File: src/rtl/paddle_motion.sv
// paddle_motion: per-player air-hockey paddle mover.
// Decodes the PS/2 make/break stream into held-direction bits for one player
// (WASD on side 0, extended arrows on side 1). On each frame tick it moves the
// paddle per axis, allowing diagonals, and clamps it to that player's half of
// the rink.
// Build option: define PADDLE_ACCEL_EN to ramp velocity by one every
// ACCEL_TICKS ticks. Without it, a pressed axis moves at the full speed cap
// and ACCEL_TICKS is unused.
//
// Decoder states:
//   state      | meaning
//   ST_WAIT    | idle, next byte is a prefix or a plain make code
//   ST_EXT     | E0 seen, next byte is an extended make code or F0
//   ST_BRK     | F0 seen, next byte is a plain break code
//   ST_EXT_BRK | E0 F0 seen, next byte is an extended break code
module paddle_motion #(
  parameter int X_W         = 10,
  parameter int Y_W         = 9,
  parameter int R_W         = 6,
  parameter int MAX_SPEED   = 8,
  parameter int ACCEL_TICKS = 4
) (
  input  logic           clk,
  input  logic           rst_n,
  input  logic           tick,
  input  logic [7:0]     ps2_code,
  input  logic           ps2_valid,
  input  logic           run,
  input  logic           side,
  input  logic [1:0]     speed_mode,
  input  logic [R_W-1:0] paddle_r,
  input  logic [X_W-1:0] max_x,
  input  logic [Y_W-1:0] max_y,
  output logic [X_W-1:0] x_pos,
  output logic [Y_W-1:0] y_pos,
  output logic           moving
);

  localparam int XS = X_W + 2;
  localparam int YS = Y_W + 2;
  localparam logic [7:0] CODE_EXT = 8'hE0;
  localparam logic [7:0] CODE_BRK = 8'hF0;
  localparam int K_UP = 0;
  localparam int K_DN = 1;
  localparam int K_LT = 2;
  localparam int K_RT = 3;

  typedef enum logic [1:0] {ST_WAIT, ST_EXT, ST_BRK, ST_EXT_BRK} dec_state_e;

  dec_state_e state_q, state_d;
  logic       key_make, key_break, key_ext;
  logic [3:0] key_hit;
  logic [3:0] held_q, held_d;

  // Axis index 0 = x, 1 = y.
  logic [1:0]      dir_neg, dir_pos;
  logic [5:0]      cap;
  logic [1:0][5:0] vel_q, vel_d;

  logic [X_W-1:0] x_q, x_d, home_x;
  logic [Y_W-1:0] y_q, y_d, home_y;
  logic [XS-1:0]  home_x3;
  logic signed [XS-1:0] half_x, r_xs, x_lo, x_hi, x_step, x_new;
  logic signed [YS-1:0] my_s, r_ys, y_lo, y_hi, y_step, y_new;

  // Map a decoded byte to the held-bit it controls for the active side.
  // Codes with the wrong extension for that side map to nothing.
  function automatic logic [3:0] key_lookup(input logic ext, input logic [7:0] code,
                                            input logic sd);
    logic [3:0] hit;
    hit = '0;
    if (!sd && !ext) begin
      case (code)
        8'h1D:   hit[K_UP] = 1'b1;
        8'h1B:   hit[K_DN] = 1'b1;
        8'h1C:   hit[K_LT] = 1'b1;
        8'h23:   hit[K_RT] = 1'b1;
        default: hit = '0;
      endcase
    end else if (sd && ext) begin
      case (code)
        8'h75:   hit[K_UP] = 1'b1;
        8'h72:   hit[K_DN] = 1'b1;
        8'h6B:   hit[K_LT] = 1'b1;
        8'h74:   hit[K_RT] = 1'b1;
        default: hit = '0;
      endcase
    end
    return hit;
  endfunction

  // Decoder next state and the make/break event for the current byte.
  always_comb begin
    state_d   = state_q;
    key_make  = 1'b0;
    key_break = 1'b0;
    key_ext   = 1'b0;
    if (ps2_valid) begin
      case (state_q)
        ST_WAIT: begin
          if (ps2_code == CODE_EXT)      state_d = ST_EXT;
          else if (ps2_code == CODE_BRK) state_d = ST_BRK;
          else                           key_make = 1'b1;
        end
        ST_EXT: begin
          if (ps2_code == CODE_BRK) begin
            state_d = ST_EXT_BRK;
          end else begin
            key_make = 1'b1;
            key_ext  = 1'b1;
            state_d  = ST_WAIT;
          end
        end
        ST_BRK: begin
          key_break = 1'b1;
          state_d   = ST_WAIT;
        end
        ST_EXT_BRK: begin
          key_break = 1'b1;
          key_ext   = 1'b1;
          state_d   = ST_WAIT;
        end
        default: state_d = ST_WAIT;
      endcase
    end
  end

  // Held-key bits; the decoder keeps running while stopped but holds nothing.
  always_comb begin
    key_hit = key_lookup(key_ext, ps2_code, side);
    held_d  = held_q;
    if (key_make)       held_d = held_q | key_hit;
    else if (key_break) held_d = held_q & ~key_hit;
    if (!run)           held_d = '0;
  end

  // Opposing keys cancel, so each axis is -1, 0 or +1 independently.
  assign dir_neg = {held_q[K_UP] & ~held_q[K_DN], held_q[K_LT] & ~held_q[K_RT]};
  assign dir_pos = {held_q[K_DN] & ~held_q[K_UP], held_q[K_RT] & ~held_q[K_LT]};

  // Speed cap selected by speed_mode.
  always_comb begin
    case (speed_mode)
      2'd0:    cap = 6'd1;
      2'd1:    cap = 6'd2;
      2'd2:    cap = 6'd4;
      default: cap = 6'(MAX_SPEED);
    endcase
  end

`ifdef PADDLE_ACCEL_EN
  localparam int CNT_W = $clog2(ACCEL_TICKS + 1);
  localparam logic [CNT_W-1:0] CNT_LAST = CNT_W'(ACCEL_TICKS - 1);

  logic [1:0][CNT_W-1:0] cnt_q, cnt_d;
  // Direction seen at the previous tick, {neg,pos}; detects start and reversal.
  logic [1:0][1:0]       dir_q, dir_d;

  // Per-axis ramp: restart at 1 on a new or reversed direction, then add one
  // every ACCEL_TICKS ticks up to the cap. A lowered cap clamps at once.
  always_comb begin
    vel_d = vel_q;
    cnt_d = cnt_q;
    dir_d = dir_q;
    for (int a = 0; a < 2; a++) begin
      if (!run) begin
        vel_d[a] = '0;
        cnt_d[a] = '0;
        dir_d[a] = '0;
      end else if (tick) begin
        dir_d[a] = {dir_neg[a], dir_pos[a]};
        if (!(dir_neg[a] | dir_pos[a])) begin
          vel_d[a] = '0;
          cnt_d[a] = '0;
        end else if ({dir_neg[a], dir_pos[a]} != dir_q[a]) begin
          vel_d[a] = 6'd1;
          cnt_d[a] = '0;
        end else if (cnt_q[a] == CNT_LAST) begin
          cnt_d[a] = '0;
          vel_d[a] = (vel_q[a] >= cap) ? cap : vel_q[a] + 6'd1;
        end else begin
          cnt_d[a] = cnt_q[a] + 1'b1;
          vel_d[a] = (vel_q[a] > cap) ? cap : vel_q[a];
        end
      end else if (vel_q[a] > cap) begin
        vel_d[a] = cap;
      end
    end
  end

  // Ramp counters and last-tick direction.
  always_ff @(posedge clk) begin
    if (!rst_n) begin
      cnt_q <= '0;
      dir_q <= '0;
    end else begin
      cnt_q <= cnt_d;
      dir_q <= dir_d;
    end
  end
`else
  // Without ramping a pressed axis moves at the cap from the first tick.
  always_comb begin
    vel_d = vel_q;
    for (int a = 0; a < 2; a++) begin
      if (!run)                 vel_d[a] = '0;
      else if (tick)            vel_d[a] = (dir_neg[a] | dir_pos[a]) ? cap : 6'd0;
      else if (vel_q[a] > cap)  vel_d[a] = cap;
    end
  end
`endif

  // Home point, bounds for this side, and the saturated next position.
  // Arithmetic is two bits wider than the coordinate so a step past zero
  // or past the rink edge stays signed and clamps instead of wrapping.
  always_comb begin
    home_x3 = {2'b00, max_x} + {1'b0, max_x, 1'b0};
    home_x  = side ? home_x3[X_W+1:2] : (max_x >> 2);
    home_y  = max_y >> 1;

    half_x = $signed({3'b000, max_x[X_W-1:1]});
    r_xs   = $signed({{(XS-R_W){1'b0}}, paddle_r});
    r_ys   = $signed({{(YS-R_W){1'b0}}, paddle_r});
    my_s   = $signed({2'b00, max_y});
    if (side) begin
      x_lo = half_x + r_xs;
      x_hi = $signed({2'b00, max_x}) - r_xs;
    end else begin
      x_lo = r_xs;
      x_hi = half_x - r_xs;
    end
    y_lo = r_ys;
    y_hi = my_s - r_ys;

    x_step = '0;
    if (dir_pos[0])      x_step = $signed({{(XS-6){1'b0}}, vel_d[0]});
    else if (dir_neg[0]) x_step = -$signed({{(XS-6){1'b0}}, vel_d[0]});
    y_step = '0;
    if (dir_pos[1])      y_step = $signed({{(YS-6){1'b0}}, vel_d[1]});
    else if (dir_neg[1]) y_step = -$signed({{(YS-6){1'b0}}, vel_d[1]});

    x_new = $signed({2'b00, x_q}) + x_step;
    y_new = $signed({2'b00, y_q}) + y_step;

    x_d = x_q;
    y_d = y_q;
    if (!run) begin
      x_d = home_x;
      y_d = home_y;
    end else if (tick) begin
      if (x_new < x_lo)      x_d = x_lo[X_W-1:0];
      else if (x_new > x_hi) x_d = x_hi[X_W-1:0];
      else                   x_d = x_new[X_W-1:0];
      if (y_new < y_lo)      y_d = y_lo[Y_W-1:0];
      else if (y_new > y_hi) y_d = y_hi[Y_W-1:0];
      else                   y_d = y_new[Y_W-1:0];
    end
  end

  // Decoder, held keys, velocity and position registers.
  always_ff @(posedge clk) begin
    if (!rst_n) begin
      state_q <= ST_WAIT;
      held_q  <= '0;
      vel_q   <= '0;
      x_q     <= home_x;
      y_q     <= home_y;
    end else begin
      state_q <= state_d;
      held_q  <= held_d;
      vel_q   <= vel_d;
      x_q     <= x_d;
      y_q     <= y_d;
    end
  end

  assign x_pos  = x_q;
  assign y_pos  = y_q;
  assign moving = (vel_q != '0);

endmodule

File: config.mk
export PLATFORM = sky130hd
export DESIGN_NAME = paddle_motion
export DESIGN_NICKNAME = d
export VERILOG_FILES = /design/src/rtl/paddle_motion.sv
export SDC_FILE = /design/constraint.sdc
export NUM_CORES = 1
export LEC_CHECK = 0
export CAP_MARGIN = 15
export CORE_AREA = 2 2 105 107
export CTS_BUF_LIST = sky130_fd_sc_hd__clkbuf_16
export CTS_CLUSTER_DIAMETER = 40
export DETAILED_ROUTE_END_ITERATION = 8
export DIE_AREA = 0 0 107 109
export PLACE_DENSITY = 0.83
export RECOVER_POWER = 50
export SYNTH_ARGS = -nofsm -noshare
export SYNTH_HDL_FRONTEND = slang
export SYNTH_SLANG_ARGS = --single-unit
File: constraint.sdc
create_clock -name clk -period 8.4 [get_ports clk]
set_input_delay 0.84 -clock clk [delete_from_list [all_inputs] [get_ports clk]]
set_output_delay 0.84 -clock clk [all_outputs]
set_load 0.02 [all_outputs]
=== Word-level counts from Yosys, hierarchy flattened ===
Index checks and enable logic that the tools add are counted.

* RAM bits: 0
* Input port bits: 41
* Word-level logic and storage cells: 113
* Bits in read-only memories: 0
* Output and inout bits: 20
* Latch bits: 0
* Memories: 0
* Register bits after elaboration: 37

* Shift-type cells: 0
* Equality and inequality tests: 17
* Add/sub/neg operators: 9
* Order comparisons: 6
* Reduce and logical (&&, ||, !) cells: 11
* $mul: 0
* Bitwise gates (word level): 13
* Div/mod/pow operators: 0
* Muxes and demuxes: 50

{| class="wikitable"
|+ Operators by type and width
! kind !! number
|-
| $mux 10 || 7
|-
| $mux 6 || 8
|-
| $mux 12 || 3
|-
| $eq 8x7->1 const B || 4
|-
| $eq 8x5->1 const B || 3
|-
| $mux 8 || 3
|-
| $mux 11 || 2
|-
| $sub 9x6->10 || 2
|-
| $mux 9 || 2
|-
| $eq 8x8->1 const B || 2
|-
| $mux 4 || 4
|-
| $mux 1 || 14
|-
| $add 10x11->12 || 1
|-
| $add 11x12->12 || 1
|-
| $gt 12x12->1 || 1
|-
| $gt 6x6->1 || 2
|-
| $lt 12x12->1 || 1
|-
| $neg 6->12 || 1
|-
| $pmux 4 s3 || 1
|-
| $reduce_bool 12->1 || 1
|-
| $add 10x11->11 || 1
|-
| $gt 11x10->1 || 1
|-
| $lt 11x7->1 || 1
|-
| $neg 6->11 || 1
|-
| 21 further kinds || 39
|}

=== Logic depth before layout (Yosys ltp) ===
* Word-level depth: 16
* Mapped depth: 32
* Depth with buffers taken out: 31

=== Least setup slack after synthesis ===
Ideal clock, no wire load.

* Path type: input port to flip-flop
* Start: input port speed_mode[0]
* End: register y_q[0] (netlist: y_pos[0]), data pin
* Library setup time: 0.261 ns
* Buffers on the path: 1
* Arrival time: 6.054 ns
* Cell stages on the path: 28
* Data required time: 8.139 ns
* Path slack: 2.086 ns
* Cell sequence: nor2b_1 inv_1 ha_1 nor2b_1 o31ai_2 a211oi_1 a311oi_2 ha_1 nor2_1 mux2_2 nand2_1 o21ai_0 ha_1 a21o_1 a211o_1 a31oi_1 nor2b_1 o21ai_0 xnor2_1 ha_1 nand4_1 a21oi_1 o22ai_1 nor2_1 clkbuf_1 mux2i_1 a21oi_1 a21oi_1

* Word-level cells in the longest chain between the ends: 16
* Elaborated cells between the ends (all ways): 20
* Classes of those cells: 2 x add/sub; 3 x order compare; 2 x eq/ne; 12 x mux; 1 x reduce/logical

{| class="wikitable"
|+ Ends and longest elaborated chain
! item !! RTL line !! source
|-
| from (decl) || 30 || <nowiki>input logic [1:0] speed_mode,</nowiki>
|-
| $eq 2x2->1 (tied with other cells) || 143 || <nowiki>case (speed_mode)</nowiki>
|-
| $pmux 4 s3 * || 143 ||
|-
| $gt 6x6->1 || 208 || <nowiki>else if (vel_q[a] > cap) vel_d[a] = cap;</nowiki>
|-
| $mux 6 || 208 ||
|-
| $mux 6 * || 207 || <nowiki>else if (tick) vel_d[a] = (dir_neg[a] | dir_pos[a]) ? cap : 6'd0;</nowiki>
|-
| $mux 6 * || 206 || <nowiki>if (!run) vel_d[a] = '0;</nowiki>
|-
| $neg 6->11 || 240 || <nowiki>else if (dir_neg[1]) y_step = -$signed({{(YS-6){1'b0}}, vel_d[1]});</nowiki>
|-
| $mux 11 || 240 ||
|-
| $mux 11 * || 239 || <nowiki>if (dir_pos[1]) y_step = $signed({{(YS-6){1'b0}}, vel_d[1]});</nowiki>
|-
| $add 10x11->11 * || 243 || <nowiki>y_new = $signed({2'b00, y_q}) + y_step;</nowiki>
|-
| $gt 11x10->1 || 255 || <nowiki>else if (y_new > y_hi) y_d = y_hi[Y_W-1:0];</nowiki>
|-
| $mux 9 || 255 ||
|-
| $mux 9 * || 254 || <nowiki>if (y_new < y_lo) y_d = y_lo[Y_W-1:0];</nowiki>
|-
| $mux 8 * || 250 || <nowiki>end else if (tick) begin</nowiki>
|-
| $mux 8 * || 247 || <nowiki>if (!run) begin</nowiki>
|-
| $mux 8 * || 262 || <nowiki>if (!rst_n) begin</nowiki>
|-
| to (signal assigned) || 267 || <nowiki>y_q <= home_y;</nowiki>
|-
| to (signal assigned) || 273 || <nowiki>y_q <= y_d;</nowiki>
|-
| to (decl) || 61 || <nowiki>logic [Y_W-1:0] y_q, y_d, home_y;</nowiki>
|}

Every way passes the cells marked *; elsewhere a longest branch is shown, timed or not. The select of a mux whose other input is x is not followed.
A chain may end at the register's enable or synchronous reset.

=== Worst setup path after layout ===
* Start: input port speed_mode[0]
* End: register y_q[5] (netlist: y_pos[5]), data pin

The elaborated chain is that of the path after synthesis.

==> flow_metrics.py <==
metrics = {
    "logic_synthesis": {
        "syn-instance-count": 761,
        "async_flop_share": 0,
        "syn_avg_cell_area_um2": 8.06,
        "ys_seq_area_frac": 0.150,
        "synth_cell_type_count": 79,
        "synth_edf_count": 18,
        "synth-compound-area-share": 0.260,
        "ys_ff_latch": 37,
        "yosys.area_share.simple": 0.167,
        "yosys_warnings": 0,
        "netlist_area_um2": 6130,
        "synth_ff_type": "dfxtp_1",
        "synthAdderAreaFrac": 0.243,
        "synth_top_family_by_area": "compound AO/OA/AOI/OAI gates",
        "synth_xor_area_frac": 0.0728,
        "muxShareOfSynthArea": 0.0510,
    },
    "global_routing": {
        "grt_max_degree": 54,
        "grt_usage": 0.274,
        "grt_overflow": 0,
        "antenna_found_initial": 0,
        "grt_pass1_vias": 5491,
        "grt_pass1_wl_um": 25900,
    },
    "clocking": {
        "postCtsSetupBuffers": 0,
        "cts_resized": 0,
        "cts_root_buffer": "clkbuf_16",
        "cts_buffer_depth": 2,
        "worstSkewPairLatency_ns": 0.28,
        "clk_pin_slew_ns": 0.06,
        "cts_tree": "yes",
        "cts_hold_buf": 0,
        "htreeDepth": 2,
        "numCtsBuffers": 5,
        "cts_sinks": 37,
    },
    "place": {
        "routabilityCongestion": 0.913,
        "placed_area_um2": 6840,
        "dp_hpwl_um": 13000,
        "port_buffers": 60,
    },
    "run_status": {
        "status": "finished clean",
    },
    "flow_run": {
        "cap_viol_max_count": 0,
    },
    "cells_and_area": {
        "stdcell_area_um2": 6980,
        "multi_input_area_um2": 4880,
        "nNetsFinal": 970,
        "regArea_um2": 921,
        "diodes": 0,
        "drive_gt1_frac": 0.0442,
        "syn_to_final_growth_pct": 13.8,
        "n_fill_cell": 891,
    },
    "die": {
        "die_area_um2": 11700,
        "die_w_um": 107,
        "start_util": 0.578,
        "rows": 38,
        "coreArea_um2": 10600,
        "io_pins": 61,
        "fp.dieH_um": 109,
    },
    "timing": {
        "slew_violations": 0,
        "setup_tns_ns": 0,
        "worst-slew-pin-transition_ns": 1.14,
        "skew_ns": 0.00816,
        "period_minus_slack_ns": 7.78,
        "hold_viol_final": 0,
        "rsz0062_at_grt": "no",
        "timing.final.crit_share": 0.926,
        "max_freq_mhz": 129,
        "setup_viol": 0,
        "slew-limit-headroom": 0.240,
    },
    "route": {
        "num_vias": 5840,
        "drt_iter0_drc": 372,
        "wl_met3_um": 706,
        "top_layer": "met4",
        "wl_met1_um": 7250,
        "viasPerCell": 6.12,
        "wl_met2_um": 7470,
        "dr.pass1.iters": 5,
        "routed_wirelength_um": 15800,
        "post_drt_wl_per_cell_um": 16.6,
        "drc": 0,
        "ant_nets": 0,
    },
    "setup_path": {
        "crit_path_start_kind": "input pin",
        "worst-path-max-fanout": 10,
        "crit_type": "in2reg",
        "crit_required_ns": 8.44,
        "r2r_slack_ns": 1.80,
        "rr_startpoint": "vel_q[6]$_SDFF_PN0_",
        "r2r_cells": 26,
        "r2r-end": "y_pos[5]$_DFFE_PP_",
        "cp_data_arrival_time_ns": 7.81,
        "endpoint_kind": "register",
    },
    "min_path": {
        "hp-class": "reg2reg",
        "whs_path_depth": 2,
    },
    "pwr": {
        "powerDensity_nw_per_um2": 126,
        "p_leak_uw": 0.00312,
        "peakVddDrop_mv": 0.0859,
    },
}
-- layout make-up --
cell class,instances,area share
well taps,140,0.0251
inverters,67,0.0360
clock inverters,3,0.00251
flip-flops and latches,37,0.132
clock buffers,5,0.0179
repair buffers,61,0.0864
multi-input cells,642,0.700
-- layout by cell type (no fill, tap or decap), types with 10 or more instances in the layout --
cell,instances
dfxtp_1,19
dlygate4sd3_1,22
o21ai_0,59
xor2_1,14
nor2b_1,17
a211oi_1,13
nand2_1,51
o21a_1,10
ha_1,108
a21oi_1,60
edfxtp_1,18
inv_1,66
xnor2_1,37
nand2b_1,13
nor2_1,58
clkdlybuf4s50_1,37
a21o_1,21
mux2i_1,23
nor3_1,18
-- through the flow --
| step | total power, uW | cells | hold slack (ns) | setup slack (ns) | utilization |
|---|---|---|---|---|---|
| 6_report | 877 | 955 | 0.495 | 0.623 | 0.658 |
| 5_1_grt | 936 | 955 | 0.511 | 0.127 | 0.658 |
| 4_1_cts | 878 | 955 | 0.494 | 0.722 | 0.658 |
| 3_5_place_dp | 696 | 947 | 0.486 | 0.460 | 0.645 |
| 3_3_place_gp | 678 | 947 | 0.482 | 0.752 | 0.645 |
| 2_1_floorplan | 561 | 764 | 0.455 | 2.09 | - |
-- worst max-delay path by stage --
stage                     slack (ns)     startpoint                 end
final                           0.62  speed_mode[0]  y_pos[5]$_DFFE_PP_
after global routing            0.13  speed_mode[0]  y_pos[5]$_DFFE_PP_
after CTS                       0.72  speed_mode[0]  y_pos[4]$_DFFE_PP_
after detailed placement        0.46  speed_mode[0]  y_pos[5]$_DFFE_PP_
after global placement          0.75  speed_mode[0]  x_pos[1]$_DFFE_PP_
after floorplan                 2.09  speed_mode[0]  y_pos[0]$_DFFE_PP_
-- critical path: stages --
cell and delay (ns):
clkdlybuf4s50_1 0.59, nor2b_1 0.24, inv_1 0.12, ha_1 0.31
nor2b_1 0.14, o31ai_2 0.34, a211oi_1 0.15, a311oi_2 0.46
ha_1 0.36, nor2_1 0.07, mux2_2 0.26, nand2_1 0.07
o21ai_0 0.08, ha_1 0.36, a21o_1 0.23, a211o_1 0.29
a31oi_1 0.26, nor2b_1 0.07, o21ai_0 0.20, xnor2_1 0.28
ha_1 0.43, nand4_1 0.13, a21oi_1 0.18, o22ai_1 0.13
nor2_1 0.62, mux2i_1 0.27, a21oi_1 0.08, a22o_1 0.24
-- kinds of logic (layout without fill, tap and decap cells) --
family                     after synthesis  in the layout
muxes                                   30             30
adders and majority gates              115            115
other                                    1              4
DFF                                     37             37
buffers and inverters                   85            136
and+or+nand+nor                        206            206
AOI/OAI and AO/OA                      236            236
xor gates and xnor gates                51             51
-- power breakdown --
| part | total (uW) | internal (uW) | switching (uW) |
|---|---|---|---|
| sequential | 226 | 211 | 14.4 |
| combinational | 470 | 205 | 265 |
| clock | 181 | 109 | 72.1 |
-- synthesized netlist by cell type, drive strengths merged (3+ instances only) --
master / n / share of area
a31oi: 6 / 0.0061
edfxtp: 18 / 0.088
mux2i: 23 / 0.038
ha: 108 / 0.22
o21bai: 5 / 0.0061
and3: 3 / 0.0031
nand2b: 13 / 0.013
o31ai: 3 / 0.0053
a211oi: 14 / 0.018
o2111ai: 4 / 0.0057
a21boi: 5 / 0.0061
a221oi: 4 / 0.0057
o22ai: 3 / 0.0031
or3: 3 / 0.0031
o21ai: 62 / 0.053
o21a: 10 / 0.012
a21o: 22 / 0.027
a211o: 7 / 0.010
nand4: 9 / 0.0092
nand3: 10 / 0.0090
a22o: 5 / 0.0071
o211ai: 4 / 0.0049
dfxtp: 19 / 0.062
nand2: 51 / 0.031
a21oi: 61 / 0.050
fa: 7 / 0.023
xor2: 14 / 0.020
mux2: 7 / 0.013
nor2: 59 / 0.037
clkbuf: 14 / 0.0086
xnor2: 37 / 0.053
inv: 66 / 0.040
and2: 4 / 0.0041
nor4: 8 / 0.011
buf: 4 / 0.0055
o41ai: 4 / 0.0057
nor3: 19 / 0.016
nor2b: 17 / 0.017
-- per-layer routing --
metal  up-vias  global-route usage
li1       2889                   -
met1      2750               0.366
met2       170               0.473
met3        31              0.0215
met4         0              0.0891
met5         -                   0
Note: power is estimated with default switching activity, not from simulation.
